## config.mk

```make
export PLATFORM = sky130hd
export DESIGN_NAME = ac97_tone_source
export DESIGN_NICKNAME = d
export VERILOG_FILES = /design/src/rtl/ac97_pkg.sv /design/src/rtl/sync_fwft_fifo.sv /design/src/rtl/ac97_tone_source.sv
export SDC_FILE = /design/constraint.sdc
export NUM_CORES = 1
export LEC_CHECK = 0
export ABC_CLOCK_PERIOD_IN_PS = 6900
export CAP_MARGIN = 20
export CORE_MARGIN = 2
export CORE_UTILIZATION = 35
export DETAILED_ROUTE_END_ITERATION = 16
export SLEW_MARGIN = 30
export SYNTH_ARGS = -nofsm -noshare
export SYNTH_HDL_FRONTEND = slang
export SYNTH_SLANG_ARGS = --single-unit
```

## constraint.sdc

```tcl
create_clock -name system_clock -period 6.9 [get_ports system_clock]
set_clock_uncertainty 0.15 [all_clocks]
set_input_delay 0.69 -clock system_clock [delete_from_list [all_inputs] [get_ports system_clock]]
set_output_delay 0.69 -clock system_clock [all_outputs]
set_load 0.05 [all_outputs]
```

## src/rtl/ac97_pkg.sv

```systemverilog
// Shared AC97 definitions: waveform mode codes, slot width, full-scale helper.
package ac97_pkg;

   typedef enum logic [1:0] {
      MODE_SILENCE = 2'b00,
      MODE_SQUARE  = 2'b01,
      MODE_SAW     = 2'b10,
      MODE_TRI     = 2'b11
   } wave_mode_e;

   localparam int AC97_SLOT_WIDTH = 20;

   // Largest positive value of a signed sample of the given width (2^(w-1)-1).
   function automatic logic [31:0] full_scale(input int width);
      return (32'd1 << (width - 1)) - 32'd1;
   endfunction

endpackage

```

## src/rtl/sync_fwft_fifo.sv

```systemverilog
// Single-clock first-word-fall-through FIFO; dout shows the head entry
// whenever the FIFO is non-empty and reads as zero when empty.
module sync_fwft_fifo #(
   parameter int WIDTH = 8,
   parameter int DEPTH = 8,
   parameter int CNT_W = $clog2(DEPTH + 1)
) (
   input  logic             clk,
   input  logic             rst,
   input  logic             push,
   input  logic             pop,
   input  logic [WIDTH-1:0] din,
   output logic [WIDTH-1:0] dout,
   output logic             empty,
   output logic             full,
   output logic [CNT_W-1:0] count
);

   localparam int AW = $clog2(DEPTH);

   logic [WIDTH-1:0] mem [DEPTH];
   logic [AW-1:0]    wr_ptr;
   logic [AW-1:0]    rd_ptr;
   logic             do_push;
   logic             do_pop;

   assign empty   = (count == '0);
   assign full    = (count == CNT_W'(DEPTH));
   assign do_push = push && !full;
   assign do_pop  = pop && !empty;
   assign dout    = empty ? '0 : mem[rd_ptr];

   // Pointer and occupancy tracking; pointers wrap naturally (DEPTH is 2^n).
   always_ff @(posedge clk) begin
      if (rst) begin
         wr_ptr <= '0;
         rd_ptr <= '0;
         count  <= '0;
      end else begin
         if (do_push) wr_ptr <= wr_ptr + AW'(1);
         if (do_pop)  rd_ptr <= rd_ptr + AW'(1);
         case ({do_push, do_pop})
            2'b10:   count <= count + CNT_W'(1);
            2'b01:   count <= count - CNT_W'(1);
            default: count <= count;
         endcase
      end
   end

   // Storage write; contents need no reset since count gates visibility.
   always_ff @(posedge clk) begin
      if (!rst && do_push) mem[wr_ptr] <= din;
   end

endmodule

```

## src/rtl/ac97_tone_source.sv

```systemverilog
// Multi-channel PCM tone generator: per-channel phase accumulators drive
// square/saw/triangle shapers, volume shift, then a FWFT frame FIFO that the
// AC97 controller pops once per frame.
module ac97_tone_source
   import ac97_pkg::*;
#(
   parameter int SAMPLE_WIDTH = AC97_SLOT_WIDTH,
   parameter int NUM_CHANNELS = 2,
   parameter int PHASE_WIDTH  = 24,
   parameter int FIFO_DEPTH   = 8
) (
   input  logic                                 system_clock,
   input  logic                                 system_reset,
   input  logic                                 enable,
   input  logic                                 phase_clear,
   input  logic [2*NUM_CHANNELS-1:0]            mode,
   input  logic [PHASE_WIDTH*NUM_CHANNELS-1:0]  phase_increment,
   input  logic [3:0]                           volume,
   input  logic                                 sample_ready,
   output logic                                 sample_valid,
   output logic [SAMPLE_WIDTH*NUM_CHANNELS-1:0] sample_data,
   output logic [$clog2(FIFO_DEPTH+1)-1:0]      fill_level
);

   localparam int SW    = SAMPLE_WIDTH;
   localparam int FW    = SAMPLE_WIDTH * NUM_CHANNELS;
   localparam int CNT_W = $clog2(FIFO_DEPTH + 1);
   localparam logic [SW-1:0] POS_FS = SW'(full_scale(SW));
   localparam logic [SW-1:0] NEG_FS = -POS_FS;

   logic [NUM_CHANNELS-1:0][PHASE_WIDTH-1:0] phase;
   logic [FW-1:0] frame;
   logic          empty;
   logic          full;
   logic          push;
   logic          pop;

   // Push is gated on the pre-pop full flag, so a full FIFO never takes a
   // new frame even when the consumer pops in the same cycle.
   assign push         = enable && !full;
   assign sample_valid = !empty;
   assign pop          = sample_valid && sample_ready;

   for (genvar ch = 0; ch < NUM_CHANNELS; ch++) begin : g_ch
      wave_mode_e    m;
      logic [SW-1:0] t;
      logic [SW-2:0] u;
      logic [SW-1:0] raw;

      assign m = wave_mode_e'(mode[2*ch +: 2]);
      assign t = phase[ch][PHASE_WIDTH-1 -: SW];
      // Folded ramp: rises over the first half period, falls over the second.
      assign u = t[SW-1] ? ~t[SW-2:0] : t[SW-2:0];

      // Waveform shaper; MSB inversion maps unsigned ramps onto signed range.
      always_comb begin
         raw = '0;
         case (m)
            MODE_SQUARE: raw = t[SW-1] ? NEG_FS : POS_FS;
            MODE_SAW:    raw = {~t[SW-1], t[SW-2:0]};
            MODE_TRI:    raw = {~u[SW-2], u[SW-3:0], 1'b0};
            default:     raw = '0;
         endcase
      end

      assign frame[ch*SW +: SW] = $signed(raw) >>> volume;
   end

   // Phase accumulators: clear wins over advance; advance only on a push.
   always_ff @(posedge system_clock) begin
      if (system_reset || phase_clear) begin
         phase <= '0;
      end else if (push) begin
         for (int c = 0; c < NUM_CHANNELS; c++)
            phase[c] <= phase[c] + phase_increment[c*PHASE_WIDTH +: PHASE_WIDTH];
      end
   end

   sync_fwft_fifo #(
      .WIDTH (FW),
      .DEPTH (FIFO_DEPTH),
      .CNT_W (CNT_W)
   ) u_fifo (
      .clk   (system_clock),
      .rst   (system_reset),
      .push  (push),
      .pop   (pop),
      .din   (frame),
      .dout  (sample_data),
      .empty (empty),
      .full  (full),
      .count (fill_level)
   );

endmodule

```

# After elaboration in Yosys (flattened, before gate mapping)
# Memories as Yosys holds them, arrays and structs flattened. A register that Yosys moved wholly into a read port is not among the register bits.
# Index checks and enable logic that the tools add are counted.
[word_totals]
regBits = 58
latchBits = 0
ram_bits = 320
rom_bits = 0
in_bits = 61
output_inout_bits = 45
mem_count = 1
[op_classes]
add_sub_neg = 6
mul = 0
div = 0
order_cmp = 0
n_eq_ne = 9
n_shift = 2
n_mux = 12
n_bitwise = 6
n_reduce_logical = 11
[memory_table]
columns = ["name", "depth", "word_bits", "read_ports", "rd_ports_with_merged_regs", "wr", "line_no", "text"]
rows = [
  ["u_fifo.mem", 8, 40, 1, 1, 1, "sync_fwft_fifo.sv:21", "logic [WIDTH-1:0] mem [DEPTH];"],
]
[ops]
columns = ["op", "count"]
rows = [
  ["20-bit one-hot mux with 3 select lines", 2],
  ["24-bit adder", 2],
  ["20-bit 2-to-1 mux", 2],
  ["40-bit 2-to-1 mux", 1],
  ["20-bit by 4-bit >>> shifter with 20-bit output", 2],
  ["19-bit 2-to-1 mux", 2],
  ["19-bit NOT", 2],
  ["2-bit equality test, second input constant", 5],
  ["4-bit one-hot mux with 2 select lines", 1],
  ["3-bit by 1-bit adder with 3-bit output, second input constant", 2],
  ["2-bit by 1-bit equality test with 1-bit output, second input constant", 3],
  ["3-bit 2-to-1 mux", 2],
  ["1-bit logical AND", 5],
  ["4-bit by 1-bit adder with 4-bit output, second input constant", 1],
  ["4-bit equality test, second input constant", 1],
  ["4-bit logical NOT", 1],
  ["1-bit NOT", 4],
  ["4-bit by 1-bit subtractor with 4-bit output, second input constant", 1],
  ["1-bit logical NOT", 3],
  ["1-bit 2-to-1 mux", 2],
  ["2-bit nonzero test", 1],
  ["1-bit logical OR", 1],
]

# Logic depth before layout (Yosys ltp)
[logic_depth]
word_depth = 7
mapped_depth = 14
mapped_depth_nobuf = 11

# Modules after synthesis
# A second synthesis with hierarchy kept.
[unflattened]
hier_cells = 1437
area_unflattened_um2 = 19189.7
[modules_own_cells]
columns = ["module", "n_inst", "cells_per_inst", "area_per_inst_um2", "seq_area_each_um2"]
rows = [
  ["sync_fwft_fifo", 1, 583, 12807.3, 9869.5],
  ["ac97_tone_source", 1, 854, 6382.4, 960.9],
]

# Least setup slack after synthesis
# OpenSTA, ideal clock, no wires.
[synth_path]
path_type = "reg2reg"
from = "reg u_fifo.count[0]"
to = "mem u_fifo.mem[1][0] (netlist name), enable pin"
setup_time_ps = 495
arrival_time_ps = 4821
t_required_ps = 6255
slack_ps = 1434
path_stages_with_launch = 9
n_path_buf = 2
synth_period_minus_slack_ps = 5466
cell_sequence = "dfxtp_1 > nor3_1 > nand2_1 > and2_1 > clkbuf_1 > inv_1 > clkbuf_1 > or3_1 > nor3b_1"
[synth_via]
elab_chain_len = 7
[synth_rtl]
columns = ["element", "line_no", "text"]
rows = [
  ["start, declared", "sync_fwft_fifo.sv:16", "output logic [CNT_W-1:0] count"],
  ["start signal, assigned", "sync_fwft_fifo.sv:43", "2'b10: count <= count + CNT_W'(1);"],
  ["start signal, assigned", "sync_fwft_fifo.sv:44", "2'b01: count <= count - CNT_W'(1);"],
  ["start signal, assigned", "sync_fwft_fifo.sv:45", "default: count <= count;"],
  ["4-bit equality test *", "sync_fwft_fifo.sv:28", "assign full = (count == CNT_W'(DEPTH));"],
  ["1-bit logical NOT *", "sync_fwft_fifo.sv:29, ac97_tone_source.sv:40", ""],
  ["1-bit logical AND", "ac97_tone_source.sv:40", "assign push = enable && !full;"],
  ["1-bit logical AND *", "sync_fwft_fifo.sv:29", "assign do_push = push && !full;"],
  ["1-bit logical AND *", "sync_fwft_fifo.sv:52", "if (!rst && do_push) mem[wr_ptr] <= din;"],
  ["1-bit 2-to-1 mux *", "sync_fwft_fifo.sv:52", ""],
  ["1-bit 2-to-1 mux (implied by the code) *", "sync_fwft_fifo.sv:52", ""],
  ["end, declared", "sync_fwft_fifo.sv:21", ""],
]
# Every way passes the cells marked *; elsewhere a longest branch is shown, timed or not.

==> impl_results.md <==
* Status: completed
* Adder-Cell Fraction of Synth Area at 0.0364
* Post-Synth XOR/XNOR Area at 0.0238
* Die width at around 240 µm
* Vias in the first global route at approximately 12000
* Peak Freq at between 200 and 250 MHz
* Share of cells above drive strength 1 at 0.140
* Total gr overflow at 0
* MaxCap Viol Count at 0
* Clk_lat worst skew at 0.56 ns
* Simple-gate area share of the yosys netlist at 0.0722
* Routed via count at 12168
* Clk pwr share at 0.307
* CTS resizes at 0
* Initial Util at 0.355
* RSZ-0062 raised after global routing: no
* Critical path class: reg -> out
* Worst min-delay path endpoint: phase[27]
* Max H-tree Level at 2
* Final #Nets at between 1500 and 2000
* Sw Ratio at 0.332
* Library cells used by synthesis at 64
* Setup Buffers After CTS at 0
* Drt pass-1 iters at 5
* Gr usage total at 0.164
* Cts hold-fix bufs at 0
* Number of I/O pins at 106
* Routed wire length at 46500 µm
* Sum of negative setup slack at 0 ns
* FILL cells at 4973
* CP Data Required Time at ~6.1 ns
* Root Driver: clkbuf_16
* Mux contribution to synthesized area at 0.169
* IO buf count at approximately 110
* Syn avg cell area at around 13 µm²
* Synthesis-to-layout area growth at 16.0%
* Post-Syn Area at about 19000 µm²
* Routed Antenna Nets at 0
* Maximum clock path buffer count at 3
* Pin count of the biggest net entering global routing at 52
* Number of synthesized flops with an enable pin at 320
* CP arrival at 3.65 ns
* Cell Area, Placed at 20900 µm²
* Commonest non-fill, non-tap cell in the layout: edfxtp_1
* FF-to-FF End: u_fifo.mem[1][12]
* Max VDD drop at about 0.00018 V
* Ys flop type: edfxtp_1
* Setup ws final at 2.41 ns
* Final cycle utilization of the critical path at 0.651
* Final core utilization at 0.411
* Minimum clock period after layout at about 4.5 ns
* Die area at around 57000 µm²
* Yosys reg bits at 381
* Worst-margin pin slew at ~1 ns
* Post-DR wirelength/cell at approximately 21 µm
* Number of antenna violations at the first check in global routing at 3
* Hold_sp: phase[27]
* Worst Path Max Fanout at 31
* CTS clock-pin slew for the worst setup and hold paths at around 0.06 ns
* Pleak at 0.00752 µW
* YS warnings at 0
* Net Count, Synth at 1557
* Chip Height at between 200 and 250 µm
* Post-Place Setup Slack at between 2 and 2.5 ns
* CTS Buf Count at 41
* Slew headroom at 0.342
* CTS tree: yes
* Clock tree sinks at 381
* Endpoints failing setup at 0
* Post-Synthesis Cells at 1442
* Register area share after synthesis at 0.565
* Diodes inserted at 0
* Main combinational cell family by area after synthesis: multiplexers
* # rows at 85
* Placer Congestion at 0.864
* DRC viols at 0
* Vias per cell at approximately 5.4
* Critical Path Sink Type: output pin
* Core footprint at 54000 µm²
* Power per cell area at 314 nW/µm²
* Worst reg-to-reg path cell count at 8
* Post-route cell area at between 20000 and 25000 µm²
* Hold Vio Cnt, Final at 0
* Reg-to-Reg Start: g_ch[0].t[19]
* Psw at 2320 µW
* Combinational share of power at 0.297
* DR iter-0 viols at approximately 900
* Most frequent cells in the layout: edfxtp_1 (320), mux2i_1 (114), nor2_1 (104)
* Hold Path Class: reg -> reg
* Setup crit start kind: flop
* Worst R2R Setup Slack at around 3.5 ns
* Hold Crit Depth at 2
* Detail Placement HPWL at 30200 µm
* Sequential power share at 0.396
* Internal at 4660 µW
* Async S/R FF share, synth at 0
* First-pass GRT wire length at 71900 µm
* Synth Area in Compound Gates at 0.109
* Slew Limit Fails at 0
-- cells by family after synthesis --
logic type      Yosys count
buf+inv                 114
mux                     217
fa+ha+maj                54
compound gates          326
flops                   381
xor+xnor                 52
simple gates            298
-- cell usage after synthesis, types with 23 or more instances --
library cell,instances,area [µm²]
o21ai_0,89,445
ha_1,51,638
xnor2_1,37,324
nand2_1,89,334
mux2i_1,115,1150
nor2_1,106,398
clkbuf_1,53,199
a32oi_1,23,201
or3_1,30,188
edfxtp_1,320,9610
a21o_1,25,188
a21oi_1,84,420
inv_1,23,86.3
dfxtp_1,61,1220
mux4_2,83,1870
-- stage by stage --
stage,power (µW),cells,hold slack (ns)
5_1_grt,7300,2249,0.331
2_1_floorplan,4250,1442,0.286
3_5_place_dp,4920,2176,0.303
3_3_place_gp,4900,2176,0.299
6_report,6980,2249,0.307
4_1_cts,7070,2249,0.311
-- power by group through the flow --
stage,sequential (µW),clock (µW),combinational [µW]
floorplan,2760,0,1490
global placement,2810,0,2090
detailed placement,2820,0,2110
CTS,2770,2190,2110
global route,2780,2290,2240
finish,2760,2140,2080
-- cell type report --
cell class                      instances  area, µm²  share of cell area
Clock buffer                           48       1080              0.0487
Clock inverter                         25        226              0.0102
Inverter                               26       97.6             0.00439
Multi-Input combinational cell        947       7920               0.356
Sequential cell                       381      10800               0.488
Tap cell                              696        871              0.0392
Timing Repair Buffer                  126       1190              0.0535
-- sequential cells by signal (all words and copies together), names as in the netlist, named ones only --
| name | flops |
|---|---|
| u_fifo.mem | 320 |
| phase | 8 |
| u_fifo.count | 4 |
| g_ch.t | 40 |
| u_fifo.wr_ptr | 3 |
| u_fifo.rd_ptr | 3 |
-- worst max path at each step --
stage	start	end	slack, ns	cells past startpoint
finish	flop	sample_data[26]	2.41	5
global route	flop	sample_data[26]	2.14	5
CTS	flop	sample_data[26]	2.23	5
detailed placement	mode[0]	u_fifo.mem[1][12]	2.44	9
global placement	mode[0]	u_fifo.mem[0][12]	2.58	9
floorplan	u_fifo.count[0]	u_fifo.mem[1][0]	1.43	8
-- metal layers --
| layer | up-vias | track usage | wire [µm] |
|---|---|---|---|
| met5 | - | 0 | 37 |
| li1 | 5774 | - | - |
| met2 | 281 | 0.269 | 22000 |
| met1 | 6045 | 0.225 | 21100 |
| met4 | 6 | 0.0413 | 850 |
| met3 | 62 | 0.0295 | 2600 |
-- worst max-delay path, cell delays in order (launching register included) --
cell and delay, ns:
dfxtp_4 0.73, buf_4 0.64, mux4_2 0.59, mux2i_1 0.32, nor2_1 0.08, clkdlybuf4s50_1 0.72
(Power assumes the default switching activity.)
==> patch 1: new RTL, same settings <==
The parameter `NUM_CHANNELS` goes from 2 to 4.
--- a/src/rtl/ac97_tone_source.sv
+++ b/src/rtl/ac97_tone_source.sv
@@ -5,7 +5,7 @@
    import ac97_pkg::*;
 #(
    parameter int SAMPLE_WIDTH = AC97_SLOT_WIDTH,
-   parameter int NUM_CHANNELS = 2,
+   parameter int NUM_CHANNELS = 4,
    parameter int PHASE_WIDTH  = 24,
    parameter int FIFO_DEPTH   = 8
 ) (
Ports: changed (resized mode, phase_increment and sample_data); port bits go from 106 to 198. No check against the original RTL was run, so the function may have changed too.
==> patch 1 against the unedited design <==
- design area is 99% higher
- sequential cell count up 368
- power grew 110%
- setup slack got worse by 0.24 ns
- clock power rose by 98%
- synthesized cell count rose by 95%
- routed wire length up 110%
- synthesized area up 99%
- die area grew 98%
- critical endpoint is now sample_data[53]
==> patch 1: results (changes against the unedited design) <==
[hold_path]
hp-class=reg2reg

[detailed_routing]
wl_per_cell_um=22.4  ; +8.1%
drt-vias-per-instance=5.45  ; +0.82%
first_iter_violations=2025  ; +130%
firstDrtPassIters=5  ; unchanged

[global_route]
grt_pass1_wl_um=149000  ; +110%
grt_usage_pct=17.4  ; +1.1 points
grt_pass1_vias=23600  ; +93%
antenna_found_initial=8  ; +5
grt_max_degree=78  ; +50%

[sta]
slew_viol_final=0  ; unchanged
whs_ns=0.308  ; +0.000800 ns
tightest_slew_ns=0.994  ; +0.00622 ns
min_period_ns=4.73  ; +0.238 ns
setup-tns-final_ns=0  ; unchanged

[finish]
layout.nets=3168  ; +93%
layout-drive-gt1-share_pct=14.2  ; +0.19 points
largest_reg_flops=640  ; +100%
fill_cells=9955  ; +100%
regMostFlops=u_fifo.mem

[setup_path]
r2r_slack_ns=3.29  ; -0.20 ns
cp_max_fo=53  ; +71%

[clocking]
cts.path.max_buffers=3  ; unchanged
clk_pin_slew_ns=0.06  ; about the same
holdBufCountCts=0  ; unchanged
clkLatencyLatePin_ns=0.64  ; +0.08 ns
cts_made_buffers=80  ; +95%
post_cts_resized=0  ; unchanged
clock-root-buffer=clkbuf_16
cts_setup_buffers=0  ; unchanged
htreeDepth=3  ; +1

[logic_synthesis]
syn_nets=3031  ; +95%
synthArstFlopShare_pct=0  ; unchanged
synth_cell_types=85  ; +33%
synth-edff-count=640  ; +100%
yosysSeqAreaShare_pct=56.0  ; -0.54 points
synth_area_leaders=edfxtp_1, mux4_2, mux2i_1
yosys_warnings=0  ; unchanged
synthTopCellsByCount=edfxtp_1, mux2i_1, nand2_1

[run_status]
status=finished, final reports clean

[placed_design]
hpwl_um=65100  ; +120%
io_buffers=197  ; +88%
gp_congestion=0.831  ; -3.8%
place_ws_ns=2.35  ; -0.0921 ns

[power_and_ir_drop]
ir_drop_v=0.000316  ; +75%
leakagePower_nw=15.0  ; +99%

patch 1: metrics by stage:
stage | area, um2 | cells
finish | 44200 | 4430
global route | 44200 | 4428
CTS | 44200 | 4428
detailed placement | 41600 | 4285
global placement | 41600 | 4285
floorplan | 38200 | 2816
patch 1: cell families after synthesis:
| logic type | share of synthesized area, % |
|---|---|
| and+or+nand+nor | 6.99 |
| AOI/OAI and AO/OA | 10.4 |
| DFF | 56.0 |
| xor gates and xnor gates | 2.36 |
| adders and majority gates | 3.44 |
| buffers and inverters | 2.63 |
| muxes | 18.2 |
patch 1: area by class of cell:
type,instances,share of cell area (%)
sequential,749,48.5
multi-input combinational,1850,36.0
timing repair buffer,237,5.31
clock buffer,95,4.78
tap,1414,4.00
clock inverter,48,1.10
inverter,35,0.297
antenna,2,0.0113
patch 1: final timing paths:
check,depth (start not counted),from,end
worst max-delay path,5,flop,sample_data[53]
worst min-delay path,2,phase[3],phase[3]
worst max register to register,12,u_fifo.count[3],u_fifo.count[3]
worst min register to register,2,phase[3],phase[3]
patch 1: worst max-delay path, cell delays in order (launching register included):
cell	delay [ns]
dfxtp_4	0.87
buf_12	0.44
mux4_2	0.56
mux2i_1	0.40
nor2_1	0.13
clkdlybuf4s50_1	0.74
patch 1: per-layer routing:
metal / GRT usage (%) / vias to the layer above / share of wire [%]
li1: - / 11300 / -
met1: 25.9 / 12100 / 48
met2: 27.0 / 599 / 45
met3: 2.58 / 103 / 5.4
met4: 3.84 / 10 / 1.7
met5: 0 / - / 0.062
patch 1: where the power goes:
part	switching [mW]	total (mW)	internal [mW]	leakage, nW
Sequential	0.205	5.42	5.21	6.72
Combinational	3.10	4.95	1.84	7.03
Clock	1.79	4.23	2.43	1.24
==> patch 2: new RTL, config.mk and constraints unchanged <==
Made on the original files. Add an input register stage for `mode`; this delays it by one clock. The other inputs are not delayed to match.
--- a/src/rtl/ac97_tone_source.sv
+++ b/src/rtl/ac97_tone_source.sv
@@ -28,6 +28,12 @@
    localparam logic [SW-1:0] POS_FS = SW'(full_scale(SW));
    localparam logic [SW-1:0] NEG_FS = -POS_FS;
 
+   logic [2*NUM_CHANNELS-1:0] mode_q;
+
+   always_ff @(posedge system_clock) begin
+      mode_q <= mode;
+   end
+
    logic [NUM_CHANNELS-1:0][PHASE_WIDTH-1:0] phase;
    logic [FW-1:0] frame;
    logic          empty;
@@ -47,7 +53,7 @@
       logic [SW-2:0] u;
       logic [SW-1:0] raw;
 
-      assign m = wave_mode_e'(mode[2*ch +: 2]);
+      assign m = wave_mode_e'(mode_q[2*ch +: 2]);
       assign t = phase[ch][PHASE_WIDTH-1 -: SW];
       // Folded ramp: rises over the first half period, falls over the second.
       assign u = t[SW-1] ? ~t[SW-2:0] : t[SW-2:0];
Behaviour: not the same (Yosys sat finds a counterexample within 4 cycles, from zero or initial values and one cycle with system_reset high).
==> patch 2 against the unedited design <==
- power up 2.7%
- clock power is 7% higher
- cell count grew 4.2%
- design area is 2.0% higher
- highest routed layer is now met4
- largest cell class unchanged
- register-to-register slack worse by 0.35 ns
- largest power group unchanged
- synthesized cell count up 3.0%
- setup slack better by 0.0069 ns
- synthesized area grew 1.3%
- routed wire length increased by 2.4%
- sequential share of layout area decreased by 0.62 points
- sequential cell count increased by 4
==> patch 2: results (changes against the unedited design) <==
[placed_design]
gp_congestion=0.866  ; +0.30%
place_ws_ns=2.63  ; +0.185 ns
hpwl_um=30900  ; +2.5%

[setup_path]
r2r_slack_ns=3.14  ; -0.35 ns
cp_max_fo=36  ; +16%
r2r-end=u_fifo.mem[6][27]
reg2reg_from=mode_q[3]
cpPeakStageDelay_ns=0.81  ; +0.08 ns
r2r_cells=7  ; -1

[sta]
min_period_ns=4.49  ; -0.00685 ns

[logic_synthesis]
yosys-mux-area-fraction_pct=16.5  ; -0.36 points
syn_nets=1600  ; +2.8%
synthTopCellsByCount=edfxtp_1, nand2_1, mux2i_1
synthCells=1485  ; +3.0%
synth_xor_area_share_pct=1.76  ; -0.62 points
synth_area_leaders=edfxtp_1, mux4_2, dfxtp_1

[global_route]
grtUsageMet2_pct=27.4  ; +0.47 points
grt_pass1_vias=12600  ; +3.5%
antenna_found_initial=1  ; -2
grt_max_degree=50  ; -3.8%

[finish]
layout.nets=1680  ; +2.6%

[power_and_ir_drop]
ir_drop_v=0.000217  ; +20%

[detailed_routing]
drt-vias-per-instance=5.50  ; +1.6%
wl_per_cell_um=20.3  ; -1.8%
met2RoutedLength_um=22800  ; +3.9%
drt-met1-wl_um=21900  ; +3.8%
topRoutingLayerUsed=met4

[run_status]
status=finished, final reports clean

patch 2: changes by cell type after synthesis, moves of 6 or more:
cell      change
nand2_1      +24
clkbuf_1     +17
xnor2_1      -15
nand3_1      +13
and3_1       +11
mux2i_1      -11
a221oi_1      +8
a32oi_1       +8
buf_2         -8
nor2_1        -8
nand4_1       -7
nor2b_1       -7
a22o_1        +6
nor3_1        +6
patch 2: cell type report:
class	count	area (um2)	area share [%]
sequential	385	10900	48.2
multi-input combinational	982	8110	35.7
timing repair buffer	133	1240	5.46
clock buffer	45	1060	4.68
tap	748	936	4.13
clock inverter	29	334	1.47
inverter	21	78.8	0.348
antenna	1	2.50	0.0110
patch 2: report_power, final:
part / internal (mW) / switching, mW / leakage (nW)
clock: 1.35 / 0.928 / 0.682
sequential: 2.67 / 0.124 / 3.44
combinational: 0.775 / 1.32 / 3.51
